--- src/rtl/mem_lsu.sv ---
// Load/store unit: sequences data-memory reads/writes for RV32I loads and stores.
// The memory has no byte enables, so SB/SH are done as read-modify-write.
module mem_lsu #(
  parameter int B_WIDTH = 32
) (
  input  logic               clk,
  input  logic               rst,
  input  logic               req_valid,
  output logic               req_ready,
  input  logic               req_store,
  input  logic [2:0]         req_funct3,
  input  logic [B_WIDTH-1:0] req_addr,
  input  logic [B_WIDTH-1:0] req_wdata,
  output logic               resp_valid,
  output logic               resp_err,
  output logic [B_WIDTH-1:0] resp_rdata,
  output logic [B_WIDTH-1:0] mem_addr,
  output logic               mem_read_en,
  output logic               mem_write_en,
  output logic [B_WIDTH-1:0] mem_wdata,
  input  logic [B_WIDTH-1:0] mem_rdata
);

  // state | meaning
  // IDLE  | waiting for a request, req_ready high
  // RD1   | first read cycle, memory address presented
  // RD2   | second read cycle, mem_rdata captured at its end
  // WR    | write cycle (SW direct, SB/SH merged word)
  // RESP  | successful completion pulse
  // ERR   | misaligned / illegal access completion pulse
  typedef enum logic [2:0] {
    S_IDLE, S_RD1, S_RD2, S_WR, S_RESP, S_ERR
  } state_t;

  localparam logic [2:0] F3_B  = 3'b000;
  localparam logic [2:0] F3_H  = 3'b001;
  localparam logic [2:0] F3_W  = 3'b010;
  localparam logic [2:0] F3_BU = 3'b100;
  localparam logic [2:0] F3_HU = 3'b101;

  state_t             state, state_nxt;
  logic               lat_store;
  logic [2:0]         lat_funct3;
  logic [B_WIDTH-1:0] lat_addr;
  logic [B_WIDTH-1:0] lat_wdata;
  logic [B_WIDTH-1:0] rd_word;
  logic               req_err;
  logic               accept;
  logic [B_WIDTH-1:0] word_idx;
  logic [7:0]         byte_lane;
  logic [15:0]        half_lane;
  logic [B_WIDTH-1:0] load_val;
  logic [B_WIDTH-1:0] merge_word;

  assign accept   = req_valid && (state == S_IDLE);
  assign word_idx = {2'b00, lat_addr[B_WIDTH-1:2]};

  // Error classification is done on the live request so the FSM can branch at acceptance
  always_comb begin
    req_err = 1'b0;
    case (req_funct3)
      F3_B:    req_err = 1'b0;
      F3_H:    req_err = req_addr[0];
      F3_W:    req_err = |req_addr[1:0];
      F3_BU:   req_err = req_store;
      F3_HU:   req_err = req_store | req_addr[0];
      default: req_err = 1'b1;
    endcase
  end

  always_ff @(posedge clk or posedge rst) begin
    if (rst) begin
      state      <= S_IDLE;
      lat_store  <= 1'b0;
      lat_funct3 <= 3'b000;
      lat_addr   <= '0;
      lat_wdata  <= '0;
      rd_word    <= '0;
    end else begin
      state <= state_nxt;
      if (accept) begin
        lat_store  <= req_store;
        lat_funct3 <= req_funct3;
        lat_addr   <= req_addr;
        lat_wdata  <= req_wdata;
      end
      if (state == S_RD2) begin
        rd_word <= mem_rdata;
      end
    end
  end

  always_comb begin
    byte_lane = 8'h00;
    case (lat_addr[1:0])
      2'd0: byte_lane = rd_word[7:0];
      2'd1: byte_lane = rd_word[15:8];
      2'd2: byte_lane = rd_word[23:16];
      2'd3: byte_lane = rd_word[31:24];
      default: byte_lane = 8'h00;
    endcase
    half_lane = lat_addr[1] ? rd_word[31:16] : rd_word[15:0];

    load_val = '0;
    case (lat_funct3)
      F3_B:    load_val = {{24{byte_lane[7]}}, byte_lane};
      F3_H:    load_val = {{16{half_lane[15]}}, half_lane};
      F3_W:    load_val = rd_word;
      F3_BU:   load_val = {24'h0, byte_lane};
      F3_HU:   load_val = {16'h0, half_lane};
      default: load_val = '0;
    endcase
  end

  // Merged write word: SW ignores rd_word entirely since it never reads
  always_comb begin
    merge_word = rd_word;
    case (lat_funct3)
      F3_B: begin
        case (lat_addr[1:0])
          2'd0: merge_word[7:0]   = lat_wdata[7:0];
          2'd1: merge_word[15:8]  = lat_wdata[7:0];
          2'd2: merge_word[23:16] = lat_wdata[7:0];
          2'd3: merge_word[31:24] = lat_wdata[7:0];
          default: merge_word = rd_word;
        endcase
      end
      F3_H: begin
        if (lat_addr[1]) merge_word[31:16] = lat_wdata[15:0];
        else             merge_word[15:0]  = lat_wdata[15:0];
      end
      default: merge_word = lat_wdata;
    endcase
  end

  always_comb begin
    state_nxt    = state;
    req_ready    = 1'b0;
    mem_read_en  = 1'b0;
    mem_write_en = 1'b0;
    mem_addr     = '0;
    mem_wdata    = '0;
    resp_valid   = 1'b0;
    resp_err     = 1'b0;
    resp_rdata   = '0;
    case (state)
      S_IDLE: begin
        req_ready = 1'b1;
        if (req_valid) begin
          if (req_err)                                state_nxt = S_ERR;
          else if (req_store && (req_funct3 == F3_W)) state_nxt = S_WR;
          else                                        state_nxt = S_RD1;
        end
      end
      S_RD1: begin
        mem_read_en = 1'b1;
        mem_addr    = word_idx;
        state_nxt   = S_RD2;
      end
      S_RD2: begin
        mem_read_en = 1'b1;
        mem_addr    = word_idx;
        state_nxt   = lat_store ? S_WR : S_RESP;
      end
      S_WR: begin
        mem_write_en = 1'b1;
        mem_addr     = word_idx;
        mem_wdata    = merge_word;
        state_nxt    = S_RESP;
      end
      S_RESP: begin
        resp_valid = 1'b1;
        resp_rdata = lat_store ? '0 : load_val;
        state_nxt  = S_IDLE;
      end
      S_ERR: begin
        resp_valid = 1'b1;
        resp_err   = 1'b1;
        state_nxt  = S_IDLE;
      end
      default: state_nxt = S_IDLE;
    endcase
  end

endmodule

--- config.mk ---
export PLATFORM = sky130hd
export DESIGN_NAME = mem_lsu
export DESIGN_NICKNAME = d
export VERILOG_FILES = /design/src/rtl/mem_lsu.sv
export SDC_FILE = /design/constraint.sdc
export NUM_CORES = 1
export LEC_CHECK = 0
export CORE_ASPECT_RATIO = 0.9
export CORE_MARGIN = 2
export CORE_UTILIZATION = 41
export DETAILED_ROUTE_END_ITERATION = 8
export PLACE_DENSITY = 0.73
export SLEW_MARGIN = 0
export SYNTH_ARGS = -nofsm -noshare
export SYNTH_HDL_FRONTEND = slang
export SYNTH_SLANG_ARGS = --single-unit
export TNS_END_PERCENT = 100
--- constraint.sdc ---
create_clock -name clk -period 2.9 [get_ports clk]
set_input_delay 0.435 -clock clk [delete_from_list [all_inputs] [get_ports clk]]
set_output_delay 0.435 -clock clk [all_outputs]
set_load 0.02 [all_outputs]
# After elaboration in Yosys (flattened, before gate mapping)
# Cells that the tools add are included.
# totals
inputBits	103
register_bits	103
# classes
n_bitwise	1
muxes	25
n_reduce_logical	10
n_eq_ne	17
# ops
cell	count
one-hot mux 32 bit (5 select lines)	1
two-way mux 32 bit	3
one-hot mux 32 bit (2 select lines)	1
two-way mux 16 bit	3
two-way mux 8 bit	4
one-hot mux 8 bit (4 select lines)	1
two-way mux 30 bit	1
== test 3 bit (second input constant)	6
== test 3 x 2 -> 1 bit (second input constant)	4
one-hot mux 3 bit (4 select lines)	1
== test 3 x 1 -> 1 bit (second input constant)	3
zero test 3 bit	3
two-way mux 3 bit	3
OR reduction 2 bit	3
two-way mux 1 bit	5
one-hot mux 1 bit (5 select lines)	1
== test 2 bit (second input constant)	2
OR reduction 3 bit	1
== test 2 x 1 -> 1 bit (second input constant)	1
logical AND 1 bit	2
zero test 2 bit	1
two-way mux 2 bit	1
!= test 2 bit (second input constant)	1
bitwise OR 1 bit	1

# Longest topological paths before layout
# Gate-level depths: netlist of run 1.
# depth
ltp_word	6
ltp_mapped	7
mapped_depth_nobuf	5

# Least setup slack after synthesis of run 1
# OpenSTA, ideal clock, no wires.
# synth_path
path_type	reg-to-output
startpoint	reg state[1]
endpoint	out resp_rdata[6]
n_path_buf	2
path_stages_with_launch	7
arrival_ps	1859
slack_ps	606
required_time_ps	2465
path_cell_list	dfrtp_1 -> buf_2 -> nor2b_4 -> and3_1 -> nand2_2 -> buf_6 -> nor4_1
# synth_via
elab_chain_cells	2
# synth_lines
element	line	source
start, declared	41	state_t state, state_nxt;
start signal, assigned	80	state <= state_nxt;
== test 3 bit	146	case (state)
two-way mux 32 bit	146	
end, declared	16	output logic [B_WIDTH-1:0] resp_rdata,
# Every way passes these cells.

# Final worst setup path of run 1
# layout_path
startpoint	reg lat_addr[1]
endpoint	out resp_rdata[30]
# layout_via
elab_chain_cells	5
elab_cells_between_ends	9
classes_between	eq/ne (3); mux (5); reduce/logical (1)
# layout_lines
element	line	source
start, declared	44	logic [B_WIDTH-1:0] lat_addr;
start signal, assigned	84	lat_addr <= req_addr;
== test 2 bit (tied with other cells)	95	case (lat_addr[1:0])
one-hot mux 8 bit (4 select lines)	95	
one-hot mux 32 bit (5 select lines) *	105	case (lat_funct3)
two-way mux 32 bit *	173	resp_rdata = lat_store ? '0 : load_val;
two-way mux 32 bit *	146	
# Mark *: on every way between the ends. The rest lies on a longest branch, timed or not.

==> impl_metrics.py, run 1 <==
metrics = {
    "outcome": {
        "status": "completed",
    },
    "sta": {
        "relSlewSlack_pct": 50.5,
        "slew_violations": 0,
        "layout_worst_path_cycle_share_pct": 98.9,
        "rsz0062_at_grt": "true",
        "finalCriticalPeriod_ns": 2.87,
        "setup_viol": 0,
        "finClkSkew_ns": 0.00672,
        "worst_pin_slew_ns": 0.741,
        "max_freq_mhz": 349,
        "setup_ws_ns": 0.0329,
        "hold_viol": 0,
    },
    "worst_setup_path": {
        "worstPathMaxFanout": 16,
        "cp.arrival_ns": 2.43,
        "required_ns": 2.47,
        "rrSetupSlack_ns": 1.08,
        "slowest_delay_ns": 0.62,
        "cp_num_cells": 6,
        "r2r_cells": 4,
        "startpoint_type": "register",
        "crit_path_end": "resp_rdata[30]",
        "worstSetupEndpointType": "output pin",
        "cp_top_family": "buffers and inverters",
        "cp_slowest_cell": "clkdlybuf4s50_1",
        "critical_path_buf_inv_count": 2,
        "worstPathCellList": "buf_4, mux2i_1, nor4_2, nor2_4, a21oi_1, clkdlybuf4s50_1",
        "r2r-end": "lat_wdata[13]",
        "critPathLaunch": "lat_addr[1]",
        "reg2reg_from": "state[2]",
        "crit_type": "reg2out",
    },
    "power": {
        "power.internal_mw": 5.05,
        "peakVddDrop_mv": 0.527,
        "pwr-share-clk_pct": 14.4,
        "p_sw_mw": 3.54,
        "seq_power_share_pct": 35.4,
        "power_switching_share_pct": 41.2,
        "p_per_area_mw_per_mm2": 1030,
        "p_leak_nw": 3.59,
        "comb_power_share_pct": 50.2,
    },
    "global_routing": {
        "grt_first_pass_wirelength_um": 28000,
        "grt_max_degree": 44,
        "grt_usage_pct": 24.7,
        "grt_pass1_vias": 5054,
        "gr-total-overflow": 0,
        "antenna_found_initial": 2,
    },
    "routing": {
        "wire_per_inst_um": 19.8,
        "drc": 0,
        "totalWireLength_um": 18500,
        "dr.max_layer_used": "met4",
        "drt_iter0_drc": 512,
        "drt-vias-per-instance": 5.46,
        "wl_met2_um": 8560,
        "ant_nets": 0,
        "vias": 5079,
        "wl_met1_um": 7880,
        "wl_met3_um": 1510,
        "first_pass_iters": 6,
    },
    "placement": {
        "place_ws_ns": 0.0263,
        "hpwlAfterDp_um": 13800,
        "io_buffers": 201,
        "gp_congestion": 0.885,
    },
    "finish": {
        "syn_to_final_growth_pct": 44.4,
        "diodes": 0,
        "num-fill-cells": 1159,
        "final_core_util_pct": 59.9,
        "mostFrequentLayoutCell": "clkdlybuf4s50_1",
        "most-common-layout-cells": "clkdlybuf4s50_1, dfrtp_1, mux2_2",
        "drive_gt1_share_pct": 21.4,
        "nets": 837,
    },
    "yosys": {
        "synth_cell_type_count": 52,
        "synth_top_area_share_pct": 44.7,
        "syn_area_per_cell_um2": 10.8,
        "synth_top_area_cell": "dfrtp_1",
        "ys_seq_area_share_pct": 44.7,
        "postSynthCellCount": 536,
        "synth_area_leaders": "dfrtp_1, mux2_2, and2_1",
        "async_flop_share_pct": 100,
        "synth_ff_type": "dfrtp_1",
        "yosysWarnings": 0,
        "ys_seq_elements": 103,
        "synth_edf_count": 0,
        "synth_area_mm2": 0.00577,
    },
    "die": {
        "design.die.area_mm2": 0.0150,
        "io_pins": 204,
        "core_area_mm2": 0.0139,
        "rows": 41,
        "die_x_um": 129,
        "initial_utilization_pct": 41.5,
        "die_y_um": 117,
    },
    "hold_path": {
        "hp-class": "reg2reg",
    },
    "clock_tree": {
        "cts_buffers": 9,
        "clock-sinks": 103,
        "clockBufferDepth": 2,
        "insertion_delay_ns": 0.35,
        "postCtsHoldBufs": 0,
        "cts_tree": "built",
        "path_clk_slew_ns": 0.07,
        "cts-root-buf": "clkbuf_16",
        "htreeDepth": 3,
    },
    "run": {
        "cap_violations": 0,
    },
}
==> routing by layer <==
layer  track usage, %  vias to the layer above
met5                0                        -
met4             8.19                        0
met3             6.73                       40
met2             38.2                      276
met1             33.7                     2448
li1                 -                     2315
==> Yosys cell counts (3+ instances only) <==
cell and count:
buf_6 13, inv_1 4, a2bb2oi_1 7, mux2_1 17
mux2i_1 19, buf_2 10, a222oi_1 8, nand2b_1 3
a31oi_1 8, o21ai_0 13, nor2b_1 3, nor3_1 3
buf_4 8, dfrtp_1 103, mux2_2 83, nand2_1 49
nor4_1 9, clkbuf_1 9, a22oi_1 6, a221o_1 6
and2_1 33, a21oi_1 41, nor2_1 40, nand3_1 9
==> logic make-up after synthesis <==
group	count (synthesis)	share of synthesized area, %
multiplexers	120	23.2
AND/OR/NAND/NOR	166	14.7
AO/OA/AOI/OAI	101	12.0
other	1	0.0650
flip-flops	103	44.7
buffers and inverters	45	5.36
==> power by group through the flow <==
stage          clock network (mW)  logic, mW  registers (mW)
6_report                     1.24       4.32            3.04
5_1_grt                      1.33       4.63            3.13
4_1_cts                      1.26       4.21            3.02
3_5_place_dp                    0       4.15            3.03
3_3_place_gp                    0       4.04            2.98
2_1_floorplan                   0       3.12            2.58
==> registers in the layout, summed over array words and instances, names as in the netlist <==
name        flops
state           3
lat_store       1
lat_funct3      3
rd_word        32
lat_addr       32
lat_wdata      32
==> how the worst min path moves through the flow <==
stage          slack (ns)  cells past startpoint            to          from
6_report             0.49                      1  lat_addr[27]  lat_addr[27]
5_1_grt              0.51                      1  lat_addr[27]  lat_addr[27]
4_1_cts              0.49                      1  lat_addr[27]  lat_addr[27]
3_5_place_dp         0.47                      1  lat_addr[27]  lat_addr[27]
3_3_place_gp         0.46                      1  lat_addr[21]  lat_addr[21]
2_1_floorplan        0.45                      1  lat_addr[21]  lat_addr[21]
==> layout make-up <==
cell class	instances	area (µm²)	share of cell area, %
Sequential cell	103	2590	31.0
Tap cell	193	241	2.90
Clock buffer	12	256	3.08
Multi-Input combinational cell	389	2940	35.3
Inverter	5	25.0	0.300
Clock inverter	3	42.5	0.511
Timing Repair Buffer	226	2240	26.9
==> through the flow <==
step           area [µm²]  total power, mW  hold WS, ns  cells  setup TNS, ns
6_report             8330             8.59        0.486    931              0
5_1_grt              8330             9.09        0.509    931         -0.401
4_1_cts              8220             8.49        0.488    925         -0.862
3_5_place_dp         7900             7.18        0.472    909              0
3_3_place_gp         7900             7.02        0.459    909              0
2_1_floorplan        5780             5.70        0.449    537              0
==> what timing repair did <==
action | in CTS | in global routing
resized for setup | 29 | 23
endpoints found under the setup margin | 60 | 45
buffers inserted | 1 | 6
pin swaps | 2 | 1
(Power assumes the default switching activity.)
==> inputs of run 2 (changes only) <==
--- a/config.mk
+++ b/config.mk
@@ -9,6 +9,7 @@
 export CORE_MARGIN = 2
 export CORE_UTILIZATION = 41
 export DETAILED_ROUTE_END_ITERATION = 8
+export HOLD_SLACK_MARGIN = 0.12
 export PLACE_DENSITY = 0.73
 export SLEW_MARGIN = 0
 export SYNTH_ARGS = -nofsm -noshare
==> results of run 2 <==
The final DEF is identical to that of run 1; final timing and power are the same.
==> variant 1 (flow settings as in run 1) <==
Register the output `resp_err`, cleared by the reset; this adds one clock of latency there. The other outputs are not delayed to match.
--- a/src/rtl/mem_lsu.sv
+++ b/src/rtl/mem_lsu.sv
@@ -38,4 +38,6 @@
   localparam logic [2:0] F3_BU = 3'b100;
   localparam logic [2:0] F3_HU = 3'b101;
+
+  logic resp_err_d;
 
   state_t             state, state_nxt;
@@ -142,5 +144,5 @@
     mem_wdata    = '0;
     resp_valid   = 1'b0;
-    resp_err     = 1'b0;
+    resp_err_d   = 1'b0;
     resp_rdata   = '0;
     case (state)
@@ -176,5 +178,5 @@
       S_ERR: begin
         resp_valid = 1'b1;
-        resp_err   = 1'b1;
+        resp_err_d = 1'b1;
         state_nxt  = S_IDLE;
       end
@@ -183,4 +185,12 @@
   end
 
+  always_ff @(posedge clk or posedge rst) begin
+    if (rst) begin
+      resp_err <= '0;
+    end else begin
+      resp_err <= resp_err_d;
+    end
+  end
+
 endmodule
 
Function: changed (Yosys sat finds a counterexample within 4 cycles, from zero or initial values and one cycle with rst high).
==> variant 1 against run 1 <==
  * Synthesized area grew 0.43%
  * Power grew 1.3%
  * Worst setup slack gained 0.026 ns
  * Non-clock buffer count grew 2
  * Maximum frequency grew 0.92%
  * Sequential share of layout area shrank 0.12 points
  * Wire length grew 0.81%
  * Critical path depth is the same
  * Sequential cell count grew 1
  * Combinational power grew 5%
  * Synthesized cell count grew 0.19%
  * Design area grew 1.3%
  * Global-route usage grew 0.54 points
  * Highest routed layer unchanged
==> variant 1: results <==
[global_route]
grt_start_max_net_pins = 47
antenna_found_initial = 0
grt_use_met3_pct = 6.14
grt_pass1_wl_um = 28700
grt_pass1_vias = 5048
grtUsageMet2_pct = 38.6
met1_usage_pct = 36.5
grt_usage_pct = 25.2

[route]
drt-total-wl_um = 18600
routed.top_layer = met4
vias = 5094
wire_per_inst_um = 19.9
dr_wl_met3_um = 1450
wl_met2_um = 8690
first_pass_iters = 6
wl_met1_um = 8310
drtIter0Drc = 374

[logic_synthesis]
synth_area_leaders = dfrtp_1 (45%), mux2_2 (16%), and2_1 (3.6%), a21oi_1 (3.5%), mux2_1 (3.3%)
synth_cell_type_count = 52
synth_common_cells = dfrtp_1 (104), mux2_2 (83), nand2_1 (49)
synth_compound_area_share_pct = 11.9
synth.area.mux_share_pct = 23.1
async_reset_ff_share_pct = 100
mappedNetlistArea_um2 = 5790
synthAdderAreaFrac_pct = 0
yosysSeqAreaShare_pct = 44.9
yosys.area_share.xor_xnor_pct = 0
avgSynthCellArea_um2 = 10.8

[clock_network]
clk_path_buf_depth = 2
clk_pin_slew_ns = 0.07
htree_num_levels = 3
postCtsSetupBuffers = 1
cts_made_buffers = 9
root_buffer = clkbuf_16
clock_latency_ns = 0.35
ctsResizeCount = 32

[timing]
max_slew.worst_pin.slew_ns = 0.667
skew_ns = 0.00598
slew_viol_final = 0

[critical_path]
slowest_stage = clkdlybuf4s50_1
max_stage_delay_ns = 0.62
cp_max_fo = 10
required_ns = 2.47
cpLargestDelayFamily = buffers and inverters

[cells_and_area]
drive_above_1_share_pct = 22.8
reg_top3 = lat_addr (32), lat_wdata (32), rd_word (32)
nFillCells = 1158
nets = 840

[power]
p_leak_nw = 3.58
peakVddDrop_v = 0.000472
p_clk_share_pct = 13.4
p_switching_mw = 3.68

[run_status]
outcome = complete, no violations

[place]
post-dp-hpwl_um = 14100
pre_cts_slack_ns = -0.0425
dp_cells = 918
gp_routability_congestion = 0.926
port_buffers = 201

[worst_hold_path]
hold_class = register to register

[job]
maxCapViolCount = 0
variant 1: cell types whose count changed in the layout (fill, tap and decap cells not counted), sizes merged, moves of 2 or more:
cell	delta
clkdlybuf4s50	+6
clkinv	+4
dlygate4sd2	-4
clkbuf	-3
buf	+2
dlymetal6s2s	-2
inv	+2
variant 1: through the flow:
step / power, mW / utilization [%] / area [um2]
detailed placement: 7.34 / 57.5 / 8000
global placement: 7.28 / 57.5 / 8000
global route: 9.24 / 60.7 / 8440
floorplan: 5.72 / - / 5800
finish: 8.70 / 60.7 / 8440
CTS: 8.65 / 60.1 / 8360
variant 1: cell type report:
type / instances / area (um2) / share of cell area, %
diodes: 1 / 2.50 / 0.0297
flip-flops and latches: 104 / 2610 / 30.9
well taps: 193 / 241 / 2.86
clock buffers: 9 / 225 / 2.67
clock inverters: 7 / 56.3 / 0.667
repair buffers: 228 / 2270 / 26.9
inverters: 5 / 22.5 / 0.267
multi-input cells: 389 / 3010 / 35.6
variant 1: worst paths after layout:
| path | from | slack [ns] | to | depth (start not counted) |
|---|---|---|---|---|
| min | lat_addr[30]$_DFFE_PP0P_ | 0.48 | lat_addr[30]$_DFFE_PP0P_ | 1 |
| min reg2reg | lat_addr[30]$_DFFE_PP0P_ | 0.48 | lat_addr[30]$_DFFE_PP0P_ | 1 |
| max | state[1]$_DFFE_PP0P_ | 0.06 | mem_wdata[29] | 6 |
| min in group asynchronous | rst | 0.53 | lat_addr[31]$_DFFE_PP0P_ | 2 |
| max reg2reg | state[1]$_DFFE_PP0P_ | 1.14 | lat_addr[23]$_DFFE_PP0P_ | 4 |
| max in group asynchronous | rst | 1.72 | lat_wdata[20]$_DFFE_PP0P_ | 3 |
==> variant 2 (config.mk and constraints of run 1) <==
Made on the original files. Encoding of `state_t`: now Gray code (3 bits for 6 states).
--- a/src/rtl/mem_lsu.sv
+++ b/src/rtl/mem_lsu.sv
@@ -30,5 +30,5 @@
   // ERR   | misaligned / illegal access completion pulse
   typedef enum logic [2:0] {
-    S_IDLE, S_RD1, S_RD2, S_WR, S_RESP, S_ERR
+    S_IDLE = 3'b000, S_RD1 = 3'b001, S_RD2 = 3'b011, S_WR = 3'b010, S_RESP = 3'b110, S_ERR = 3'b111
   } state_t;
 
Formal check against the unedited RTL: same outputs for any inputs over 10 cycles, from zero or initial values and one cycle with rst high; not proved beyond that.
==> variant 2 against run 1 <==
  * Design area shrank 1.5%
  * Via count grew 2.0%
  * Combinational power grew 20%
  * Sequential cell count is the same
  * Worst setup slack gained 0.067 ns
  * Wire length shrank 2.1%
  * Synthesized area shrank 1.6%
  * Power grew 9.2%
  * Critical endpoint is now mem_wdata[28]
  * Largest cell class unchanged
  * Largest power group unchanged
==> variant 2: results <==
[route]
avgViaCountPerCell = 5.68
drtIter0Drc = 313
first_pass_iters = 5
drt-total-wl_um = 18100

[logic_synthesis]
synth_common_cells = dfrtp_1 (103), mux2_2 (92), nand2_1 (55)
synth_area_leaders = dfrtp_1 (45%), mux2_2 (18%), nand2_1 (3.6%), a21oi_1 (3.5%), and2_1 (3.4%)
synth.yosys.warnings = 0
synth_cell_type_count = 51
yosysSeqAreaShare_pct = 45.4

[global_route]
grt_start_max_net_pins = 40
grt_usage_pct = 24.7
antenna_found_initial = 0
grt_pass1_wl_um = 28000
grt_pass1_vias = 5150

[power]
seq_cell_power_mw = 3.05
peakVddDrop_v = 0.000613
p_switching_mw = 4.13
p_leak_nw = 3.67
p_clk_share_pct = 12.3

[critical_path]
cp_max_fo = 12
cpLargestDelayFamily = simple AND/OR/NAND/NOR gates
max_stage_delay_ns = 0.62
crit_arrival_ns = 2.36
startpoint = lat_funct3[1]$_DFFE_PP0P_
reg2reg_slack_ns = 1.01
r2r_cells = 4
timing.rr.start = state[2]$_DFFE_PP0P_
r2r-end = lat_wdata[21]$_DFFE_PP0P_
setup.worst_path.end = mem_wdata[28]

[cells_and_area]
reg_top3 = lat_addr (32), lat_wdata (32), rd_word (32)
nets = 842
num_antenna_cells = 0
drive_above_1_share_pct = 20.6

[timing]
whs_ns = 0.500
skew_ns = 0.00983
relSlewSlack_pct = 50.9

[clock_network]
root_buffer = clkbuf_16
htree_num_levels = 3
cts_made_buffers = 9
clk_pin_slew_ns = 0.07
clk_path_buf_depth = 2
clock_latency_ns = 0.36

[job]
maxCapViolCount = 0

[place]
gp_routability_congestion = 0.944
post-dp-hpwl_um = 13700
port_buffers = 201
place_area_um2 = 7880

[worst_hold_path]
hold_class = register to register
hold_start = lat_addr[9]$_DFFE_PP0P_
holdPathEnd = lat_addr[9]$_DFFE_PP0P_
holdPathStages = 1

[run_status]
outcome = complete, no violations
## variant 2: cell count changes after synthesis, sizes merged, moves of 3 or more
cell    before  now
a22oi        6   22
nand2       51   57
nor2b        4    1
o21ai       14   10
a211oi       0    9
a221o        6    1
clkbuf       9   13
a222oi       8    0
buf         31   27
nor2        43   40
## variant 2: metrics by stage
step                setup TNS, ns  setup WS, ns  util (%)  std cells  power, mW
floorplan                       0         0.589         -        542       6.13
global placement                0         0.206      58.7        893       8.13
detailed placement              0         0.146      58.7        893       8.25
CTS                             0       0.00391      60.7        910       9.38
global route              -0.0435       -0.0226      61.2        912       9.92
finish                          0         0.100      61.2        912       9.38
## variant 2: area by class of cell
cell class                      instances  area, um2
Timing Repair Buffer                  226       2210
Inverter                                5       22.5
Clock inverter                          6       45.0
Clock buffer                           10        229
Multi-Input combinational cell        394       2910
Sequential cell                       103       2580
Fill cell                            1129       5210
Tap cell                              168        210
## variant 2: logic make-up (layout without fill, tap and decap cells)
family                 Yosys count  in the layout  share of synthesized area, %
DFF                            103            103                          45.4
AOI/OAI and AO/OA              107            107                          12.2
buffers and inverters           45            247                          4.19
muxes                          117            117                          22.8
other                            1              2                        0.0661
and+or+nand+nor                168            168                          15.3
## variant 2: repair_timing
action | in CTS | in global routing
setup buffers | 1 | 2
endpoints found under the setup margin | 61 | 23
resized for setup | 51 | 19
pin swaps | 1 | 2
## variant 2: metal layers
metal  vias to the layer above  share of wire [%]  global-route usage [%]
met5                         -                  0                       0
met4                         0                2.9                    8.94
met3                        41                9.5                    8.40
met2                       261                 48                    40.5
met1                      2555                 39                    30.7
li1                       2325                  -                       -
